File: src/rtl/pc_unit_if.sv
// Fetch-side bus of the program counter: control inputs, current PC and stack status.
// PC_BRANCH_TRACE_EN adds the br_src/br_vld trace signals.
interface pc_unit_if #(
  parameter int ADDR_W      = 16,
  parameter int STACK_DEPTH = 4
);
  localparam int CW = $clog2(STACK_DEPTH + 1);

  logic              stall;
  logic [2:0]        pc_op;
  logic [ADDR_W-1:0] target;
  logic [ADDR_W-1:0] offset;
  logic [ADDR_W-1:0] addr_code;
  logic [CW-1:0]     stk_cnt;
  logic              stk_ovf;
  logic              stk_unf;
  logic              op_err;
`ifdef PC_BRANCH_TRACE_EN
  logic [ADDR_W-1:0] br_src;
  logic              br_vld;

  modport master (
    output stall, pc_op, target, offset,
    input  addr_code, stk_cnt, stk_ovf, stk_unf, op_err, br_src, br_vld
  );
  modport slave (
    input  stall, pc_op, target, offset,
    output addr_code, stk_cnt, stk_ovf, stk_unf, op_err, br_src, br_vld
  );
`else
  modport master (
    output stall, pc_op, target, offset,
    input  addr_code, stk_cnt, stk_ovf, stk_unf, op_err
  );
  modport slave (
    input  stall, pc_op, target, offset,
    output addr_code, stk_cnt, stk_ovf, stk_unf, op_err
  );
`endif
endinterface

File: src/rtl/pc_unit.sv
// Program counter with hold/inc/branch/jump/call/ret control and a return-address stack.
// Optional branch trace (br_src/br_vld) enabled by defining PC_BRANCH_TRACE_EN.
module pc_unit #(
  parameter int ADDR_W      = 16,
  parameter int STEP        = 1,
  parameter int RESET_ADDR  = 0,
  parameter int STACK_DEPTH = 4
) (
  input logic       clk,
  input logic       rst,
  pc_unit_if.slave  bus
);
  localparam int CW = $clog2(STACK_DEPTH + 1);
  localparam int IW = (STACK_DEPTH > 1) ? $clog2(STACK_DEPTH) : 1;
  localparam logic [ADDR_W-1:0] STEP_V  = ADDR_W'(STEP);
  localparam logic [ADDR_W-1:0] RESET_V = ADDR_W'(RESET_ADDR);
  localparam logic [CW-1:0]     FULL_V  = CW'(STACK_DEPTH);

  typedef enum logic [2:0] {
    OP_HOLD   = 3'b000,
    OP_INC    = 3'b001,
    OP_BRANCH = 3'b010,
    OP_JUMP   = 3'b011,
    OP_CALL   = 3'b100,
    OP_RET    = 3'b101
  } pc_op_e;

  logic [ADDR_W-1:0] r_pc;
  logic [CW-1:0]     r_cnt;
  logic              r_ovf;
  logic              r_unf;
  logic              r_err;
  logic [ADDR_W-1:0] r_stack [STACK_DEPTH];

  logic [ADDR_W-1:0] w_next_pc;
  logic [CW-1:0]     w_next_cnt;
  logic              w_push;
  logic              w_ovf;
  logic              w_unf;
  logic              w_err;
  logic              w_taken;
  logic [CW-1:0]     w_top_cnt;
  logic [IW-1:0]     w_push_idx;
  logic [IW-1:0]     w_pop_idx;

  // Push writes slot stk_cnt, pop reads slot stk_cnt-1 (only used when count is in range).
  assign w_top_cnt  = r_cnt - CW'(1);
  assign w_push_idx = IW'(r_cnt);
  assign w_pop_idx  = IW'(w_top_cnt);

  always_comb begin
    w_next_pc  = r_pc;
    w_next_cnt = r_cnt;
    w_push     = 1'b0;
    w_ovf      = 1'b0;
    w_unf      = 1'b0;
    w_err      = 1'b0;
    w_taken    = 1'b0;
    if (!bus.stall) begin
      case (bus.pc_op)
        OP_HOLD:   ;
        OP_INC:    w_next_pc = r_pc + STEP_V;
        OP_BRANCH: begin
          w_next_pc = r_pc + bus.offset;
          w_taken   = 1'b1;
        end
        OP_JUMP: begin
          w_next_pc = bus.target;
          w_taken   = 1'b1;
        end
        OP_CALL: begin
          w_next_pc = bus.target;
          w_taken   = 1'b1;
          if (r_cnt == FULL_V) begin
            w_ovf = 1'b1;
          end else begin
            w_push     = 1'b1;
            w_next_cnt = r_cnt + CW'(1);
          end
        end
        OP_RET: begin
          if (r_cnt == '0) begin
            w_unf = 1'b1;
          end else begin
            w_next_pc  = r_stack[w_pop_idx];
            w_next_cnt = w_top_cnt;
            w_taken    = 1'b1;
          end
        end
        default:   w_err = 1'b1;
      endcase
    end
  end

  always_ff @(posedge clk) begin
    if (rst) begin
      r_pc  <= RESET_V;
      r_cnt <= '0;
      r_ovf <= 1'b0;
      r_unf <= 1'b0;
      r_err <= 1'b0;
    end else begin
      r_pc  <= w_next_pc;
      r_cnt <= w_next_cnt;
      r_ovf <= w_ovf;
      r_unf <= w_unf;
      r_err <= w_err;
    end
  end

  // Stack contents need no reset: entries above stk_cnt are never read.
  always_ff @(posedge clk) begin
    if (!rst && w_push) begin
      r_stack[w_push_idx] <= r_pc + STEP_V;
    end
  end

  assign bus.addr_code = r_pc;
  assign bus.stk_cnt   = r_cnt;
  assign bus.stk_ovf   = r_ovf;
  assign bus.stk_unf   = r_unf;
  assign bus.op_err    = r_err;

`ifdef PC_BRANCH_TRACE_EN
  logic [ADDR_W-1:0] r_br_src;
  logic              r_br_vld;

  always_ff @(posedge clk) begin
    if (rst) begin
      r_br_src <= RESET_V;
      r_br_vld <= 1'b0;
    end else if (w_taken) begin
      r_br_src <= r_pc;
      r_br_vld <= 1'b1;
    end
  end

  assign bus.br_src = r_br_src;
  assign bus.br_vld = r_br_vld;
`endif
endmodule

File: src/flat_wrapper.sv
// flat-port wrapper written by rule: the top's interface ports become plain ports
module pc_unit_flat 
#(
  parameter int ADDR_W      = 16,
  parameter int STEP        = 1,
  parameter int RESET_ADDR  = 0,
  parameter int STACK_DEPTH = 4
)
  (clk, rst, bus_stall, bus_pc_op, bus_target, bus_offset, bus_addr_code, bus_stk_cnt, bus_stk_ovf, bus_stk_unf, bus_op_err);
  pc_unit_if #(.ADDR_W(ADDR_W), .STACK_DEPTH(STACK_DEPTH)) bus_i ();
  input logic clk;
  input logic rst;
  input wire logic [$bits(bus_i.stall)-1:0] bus_stall;
  input wire logic [$bits(bus_i.pc_op)-1:0] bus_pc_op;
  input wire logic [$bits(bus_i.target)-1:0] bus_target;
  input wire logic [$bits(bus_i.offset)-1:0] bus_offset;
  output wire logic [$bits(bus_i.addr_code)-1:0] bus_addr_code;
  output wire logic [$bits(bus_i.stk_cnt)-1:0] bus_stk_cnt;
  output wire logic [$bits(bus_i.stk_ovf)-1:0] bus_stk_ovf;
  output wire logic [$bits(bus_i.stk_unf)-1:0] bus_stk_unf;
  output wire logic [$bits(bus_i.op_err)-1:0] bus_op_err;
  assign bus_i.stall = bus_stall;
  assign bus_i.pc_op = bus_pc_op;
  assign bus_i.target = bus_target;
  assign bus_i.offset = bus_offset;
  assign bus_addr_code = bus_i.addr_code;
  assign bus_stk_cnt = bus_i.stk_cnt;
  assign bus_stk_ovf = bus_i.stk_ovf;
  assign bus_stk_unf = bus_i.stk_unf;
  assign bus_op_err = bus_i.op_err;
  pc_unit #(.ADDR_W(ADDR_W), .STEP(STEP), .RESET_ADDR(RESET_ADDR), .STACK_DEPTH(STACK_DEPTH)) u_core (.clk(clk), .rst(rst), .bus(bus_i));
endmodule
File: config.mk
export PLATFORM = sky130hd
export DESIGN_NAME = pc_unit_flat
export DESIGN_NICKNAME = d
export VERILOG_FILES = /design/src/rtl/pc_unit_if.sv /design/src/rtl/pc_unit.sv /design/src/flat_wrapper.sv
export SDC_FILE = /design/constraint.sdc
export NUM_CORES = 1
export LEC_CHECK = 0
export ABC_AREA = 1
export CORE_MARGIN = 5
export CORE_UTILIZATION = 25
export CTS_CLUSTER_SIZE = 16
export DETAILED_ROUTE_END_ITERATION = 6
export REMOVE_ABC_BUFFERS = 1
export SYNTH_ARGS = -nofsm -noshare
export SYNTH_HDL_FRONTEND = slang
export SYNTH_SLANG_ARGS = --single-unit
export TNS_END_PERCENT = 20
File: constraint.sdc
create_clock -name clk -period 3.4 [get_ports clk]
set_input_delay 0.68 -clock clk [delete_from_list [all_inputs] [get_ports clk]]
set_output_delay 0.68 -clock clk [all_outputs]
set_load 0.01 [all_outputs]
==> metrics.txt, run 1 <==
run status finished, final reports clean; TritonCTS Buffers 9; Resized Gates After CTS 0; final std cells w/o fill 993; slew at the pin closest to its max-slew limit ~0.86 ns; fmax 393 MHz; top_reg_cell synth edfxtp_1; Worst Setup Path Type reg2reg; Final Hold Viols 0; r2r startpoint u_core.bus.stk_cnt[1]; share of flip-flops with an asynchronous set or reset 0%; wire length of the first global-routing pass 23.1 mm; launching element type of the critical path flop; overall die area 0.0234 mm^2; tightest slew margin relative to the limit a little over two fifths; startpoint of the tightest hold check path u_core.bus.addr_code[8]; port buffer count around 60; largest clock skew in the final design 0.00588 ns; TritonCTS clock tree done; sink of the worst hold path u_core.bus.addr_code[8]; number of global-route vias before repair between 4k and 5k; average instance area after synthesis 7.79 um^2; GRT Total Usage 12.4%; cell area after synthesis between 0.005 and 0.006 mm^2; number of warnings reported in the yosys synthesis log 0; growth of design area from synthesis to finish 24.0%; register-to-register setup slack 0.85 ns; WL/cell 14.7 um; final antenna diode count 0; Max Cap Violations 0; number of cells traversed by the worst hold path 2; number of cells after detailed placement ~1000; pin count of the biggest net entering global routing 47; final core utilization around a third; Skew-Pair Late Insertion Delay 0.34 ns; RD Place Congestion 0.912; min Tclk post-route 2.55 ns; count of buffers added by post-CTS timing repair for setup 0; largest cells by area after synthesis edfxtp_1 (38%), nand2_1 (15%), dfxtp_1 (8.6%); area share of the largest cell type after synthesis 37.7%; area of the core region 0.0202 mm^2; row count 52; Remaining Overflow, GRT 0; worst min path class reg2reg; maximum number of buffers from clock root to sink 2; setup total negative slack 0 ns; violation count after the first detailed-route iteration 333; routed vias 4480; Setup Viol. Count Final 0; flip-flop and latch count after synthesis 86; initial cell density of the core 25.3%; clock slew seen by the registers of the worst setup and hold paths approximately 0.06 ns; worst reg2reg endpoint u_core.bus.addr_code[10]; total wire length after detailed routing 14.6 mm; DIE HEIGHT ~150 um; layout net count around 780; via-per-instance ratio 4.51; RSZ-0062 raised after global routing false; cell at the root of the clock tree clkbuf_16; DP HPWL 10.7 mm; Synth top cells by count nand2_1 (210), inv_1 (88), edfxtp_1 (64); final non-filler cell area 0.00633 mm^2; number of buffers inserted for hold repair after clock tree synthesis 0; antenna violations before repair 0; Crit. End Element flop; width of the die 153 um; Final ANT Viol Nets 0; worst path required time 3.62 ns; Final period util 74.9%; max-slew violation total from the final report 0; Pre-Repair DR Iteration Count 5; clock sinks 86; Cell Area, Placed 0.00601 mm^2; I/O Pins 60; Yosys top cell by area edfxtp_1; leakage power summed over all cells 2.60 nW; synthesized instance count 655; proportion of layout cells with a drive suffix above 1 5.67%; maximum fanout count along the critical path 22; Peak VDD IR ~0.00030 V; post-synthesis cell type count 34; worst slack, placed 0.653 ns; number of DRC violations after detailed routing 0; Register-to-Register Path Depth 9; Post-synth EDFFs 64; cell with the most instances after synthesis nand2_1; portion of the post-synthesis area used by sequential elements 46.3%; H-Tree Depth 3; power density of the placed cells 418 mW/mm^2; critical path arrival 2.77 ns; min setup slack post-route 0.855 ns
[critical path, cell delays in order, from the launching register on]
cell,delay [ns]
dfxtp_1,0.39
inv_1,0.09
ha_1,0.55
inv_1,0.51
a21oi_1,0.24
o21ai_0,0.10
a31oi_1,0.30
nand2_1,0.10
nand2_1,0.07
a21oi_1,0.06
[state kept, by name, indices dropped and copies added (netlist names)]
name	cells
u_core.bus.addr_code	16
u_core.bus.op_err	1
u_core.bus.stk_cnt	3
u_core.bus.stk_ovf	1
u_core.bus.stk_unf	1
u_core.r_stack	64
[routing by layer]
metal / global-route usage, % / vias to the layer above / part of all wire [%]
met5: 0 / - / 0
li1: - / 2281 / -
met1: 16.5 / 2073 / 46
met4: 3.48 / 0 / 1.9
met3: 2.74 / 17 / 4.6
met2: 20.5 / 109 / 47
[worst max path at each step]
stage	slack, ns	cells after the start	start	to
finish	0.85	9	u_core.bus.stk_cnt[1]	u_core.bus.addr_code[10]
global route	0.61	9	u_core.bus.stk_cnt[1]	u_core.bus.addr_code[12]
CTS	0.85	9	u_core.bus.stk_cnt[1]	u_core.bus.addr_code[10]
detailed placement	0.65	10	bus_pc_op[2]	u_core.bus.addr_code[1]
global placement	0.71	10	bus_pc_op[2]	u_core.bus.addr_code[1]
floorplan	-0.05	6	u_core.bus.stk_cnt[0]	u_core.r_stack[2][0]
[area by class of cell]
class                      count  area (um^2)
timing repair buffer          71          681
multi-input combinational    459         2290
clock buffer                  10          229
inverter                      91          342
clock inverter                 6         86.3
tap                          270          338
fill                        2158        13800
sequential                    86         2360
[stage by stage]
| step | hold WS, ns | power (mW) |
|---|---|---|
| after floorplan | 0.524 | 1.43 |
| after global placement | 0.551 | 1.61 |
| after detailed placement | 0.543 | 1.61 |
| after CTS | 0.553 | 2.66 |
| after global routing | 0.568 | 2.75 |
| final | 0.548 | 2.64 |
[report_power, final]
group / switching [mW] / total, mW / internal (mW) / leakage [nW]
combinational: 0.248 / 0.415 / 0.167 / 1.72
sequential: 0.0296 / 1.18 / 1.15 / 0.729
clock: 0.409 / 1.05 / 0.643 / 0.152
[layout by cell type (no fill, tap or decap), types with 2 or more instances in the layout]
cell type and n:
o21ai_1 2, nor3_1 13, inv_2 2, edfxtp_1 64, a31oi_1 9, o22ai_1 2, nand3b_1 3, nor2_1 36
nand3_1 56, a21oi_1 38, xor2_1 10, clkinv_2 2, nand2_1 210, bufinv_16 2, nand2_2 2, dfxtp_1 22
clkdlybuf4s50_1 59, o21ai_0 30, or2_2 5, clkbuf_16 9, inv_1 88, nand4_1 10, buf_4 12, a41oi_1 2
ha_1 22
[kinds of logic after synthesis]
group	synth area share, %
fa+ha+maj	5.79
flops	46.3
compound gates	9.08
xor+xnor	1.89
simple gates	28.1
buf+inv	8.81
(Power assumes the default switching activity.)
==> run 2, diff against run 1 <==
Clock period 3.4 ns to 2.5 ns, I/O delays scaled along.
==> run 2 against run 1 <==
Effect of this change:
- die area did not move
- combinational power rose by 45%
- clock power rose by 38%
- highest routed layer unchanged
- largest cell class unchanged
- largest power group unchanged
- critical path type is now reg2out
- sequential share of layout area fell by 0.89 points
- global-route usage rose by 0.41 points
- non-clock buffer count rose by 16
- critical endpoint is now bus_stk_cnt[0]
- setup slack got worse by 0.58 ns
==> metrics.txt, run 2 (same netlist as run 1, synthesis figures left out) <==
final non-filler cell area 0.00648 mm^2 (+2.4%); WL/cell 14.8 um (+1.0%); overall die area 0.0234 mm^2 (unchanged); number of global-route vias before repair 4309 (+1.9%); largest clock skew in the final design 0.00756 ns (+0.00168 ns); Final Hold Viols 0 (unchanged); maximum fanout count along the critical path 46 (+110%); worst min path class reg2reg; worst path required time 2.00 ns (-1.62 ns); run status finished, final reports clean; clock slew seen by the registers of the worst setup and hold paths 0.07 ns (about the same); proportion of layout cells with a drive suffix above 1 7.71% (+2.0 points); Setup Viol. Count Final 0 (unchanged); most flop-heavy register u_core.r_stack; critical path arrival 1.72 ns (-1.05 ns); Max Cap Violations 0 (unchanged); slew at the pin closest to its max-slew limit 0.455 ns (-0.403 ns); min Tclk post-route 2.22 ns; delay of the slowest cell on the worst path 0.64 ns (+0.09 ns); fmax 450 MHz; r2r startpoint u_core.bus.addr_code[0]; area of the multi-input gates 0.00229 mm^2 (unchanged); DIE HEIGHT 153 um (unchanged); Comb pwr share 16.5% (+0.8 points); filler instances 2150 (-0.37%); power density of the placed cells 562 mW/mm^2 (+34%); switching portion of total power 25.7% (-0.31 points); Peak VDD IR 0.000427 V (+41%); RSZ-0062 raised after global routing false; total wire length after detailed routing 15.0 mm (+2.7%); TritonCTS clock tree done; Final period util 88.9%; sequential cell fraction of total power 43.7% (-0.8 points); wire length of the first global-routing pass 23.7 mm (+2.3%); width of the die 153 um (unchanged); max reg flops 64 (unchanged); switching power 0.935 mW (+36%); Cell Area, Placed 0.00616 mm^2 (+2.4%); launching element type of the critical path flop; min setup slack post-route 0.277 ns (-0.578 ns); number of DRC violations after detailed routing 0 (unchanged); pin count of the biggest net entering global routing 47 (unchanged); leakage power summed over all cells 2.69 nW (+3.5%); slowest cell on the critical path clkdlybuf4s50_1; row count 52 (unchanged); H-Tree Depth 3 (unchanged); GRT Total Usage 12.8% (+0.41 points); Top Family by Delay on Critical Path buffers and inverters; TritonCTS Buffers 9 (unchanged); Worst Setup Path Type reg2out; total area of sequential cells 0.00236 mm^2 (unchanged); Power, Total 3.64 mW (+38%); DP HPWL 11.2 mm (+5.0%); internal cell power 2.70 mW (+38%); RD Place Congestion 0.868 (-4.8%); tightest slew margin relative to the limit 69.7% (+27 points); most common library cell in the layout ignoring fill and taps nand2_1; number of buffers inserted for hold repair after clock tree synthesis 0 (unchanged); maximum number of buffers from clock root to sink 2 (unchanged); final antenna diode count 0 (unchanged); Critical path origin u_core.bus.stk_cnt[0]; max-slew violation total from the final report 0 (unchanged); clock share of power 39.8% (about the same); area of the core region 0.0202 mm^2 (unchanged); count of buffer and inverter cells on the critical path 2 (unchanged); routed vias 4585 (+2.3%); initial cell density of the core 25.3% (unchanged); layout net count 795 (+2.1%); port buffer count 59 (unchanged); Final ANT Viol Nets 0 (unchanged); CP Cell Sequence buf_4 -> clkdlybuf4s50_1; Pre-Repair DR Iteration Count 5 (unchanged); clock sinks 86 (unchanged); growth of design area from synthesis to finish 27.1%; worst slack, placed -0.00632 ns (-0.660 ns); Remaining Overflow, GRT 0 (unchanged); antenna violations before repair 0 (unchanged); Skew-Pair Late Insertion Delay 0.34 ns (about the same); Resized Gates After CTS 0 (unchanged); violation count after the first detailed-route iteration 274 (-18%); I/O Pins 60 (unchanged); count of buffers added by post-CTS timing repair for setup 0 (unchanged); via-per-instance ratio 4.54 (+0.72%); most used cells in the layout excluding fill and tap cells nand2_1 (210), inv_1 (88), edfxtp_1 (64), clkdlybuf4s50_1 (59), nand3_1 (56); cell at the root of the clock tree clkbuf_16; Crit. End Element output pin; startpoint of the tightest hold check path u_core.bus.addr_code[8]
==> run 2: area by class of cell <==
cell class              instances  share of cell area, %
flip-flops and latches         86                   36.5
repair buffers                 87                   12.7
inverters                      91                   5.27
well taps                     270                   5.21
clock buffers                  10                   3.69
multi-input cells             459                   35.3
clock inverters                 6                   1.31
==> run 2: path summary, 6_finish.rpt <==
check | endpoint | slack [ns] | cells past startpoint
worst min register to register | u_core.bus.addr_code[8] | 0.55 | 2
worst min-delay path | u_core.bus.addr_code[8] | 0.55 | 2
worst max register to register | u_core.bus.addr_code[14] | 0.42 | 11
worst max-delay path | bus_stk_cnt[0] | 0.28 | 2
==> run 2: layer usage <==
layer	wire length (um)	GRT usage (%)	vias to the layer above
li1	-	-	2319
met5	0	0	-
met4	283	3.48	0
met1	7080	17.2	2150
met2	7060	21.2	96
met3	537	2.52	20
==> run 2: per-stage QoR <==
step                      util [%]  hold WS [ns]  setup TNS [ns]  std cells
after floorplan                  -         0.524          -70.54        636
after global placement        30.5         0.542         -0.0197        993
after detailed placement      30.5         0.548        -0.00632        993
after CTS                     32.1         0.559               0       1009
after global routing          32.1         0.602               0       1009
final                         32.1         0.553               0       1009
==> run 2: worst register-to-register path: stages (launching register included) <==
cell and delay (ns):
dfxtp_1 0.37, buf_4 0.18, ha_1 0.29, nand2_1 0.14
nor3b_2 0.32, nand3_1 0.11, nand2_1 0.07, nand2_1 0.11
o21ai_0 0.19, inv_1 0.06, nand2_1 0.06, a21oi_1 0.06
==> run 2: power by group through the flow <==
stage               sequential (mW)  clock, mW  combinational (mW)
CTS                            1.59       1.48               0.607
global placement               1.62          0               0.599
global route                   1.59       1.53               0.679
finish                         1.59       1.45               0.601
floorplan                      1.63          0               0.322
detailed placement             1.62          0               0.604
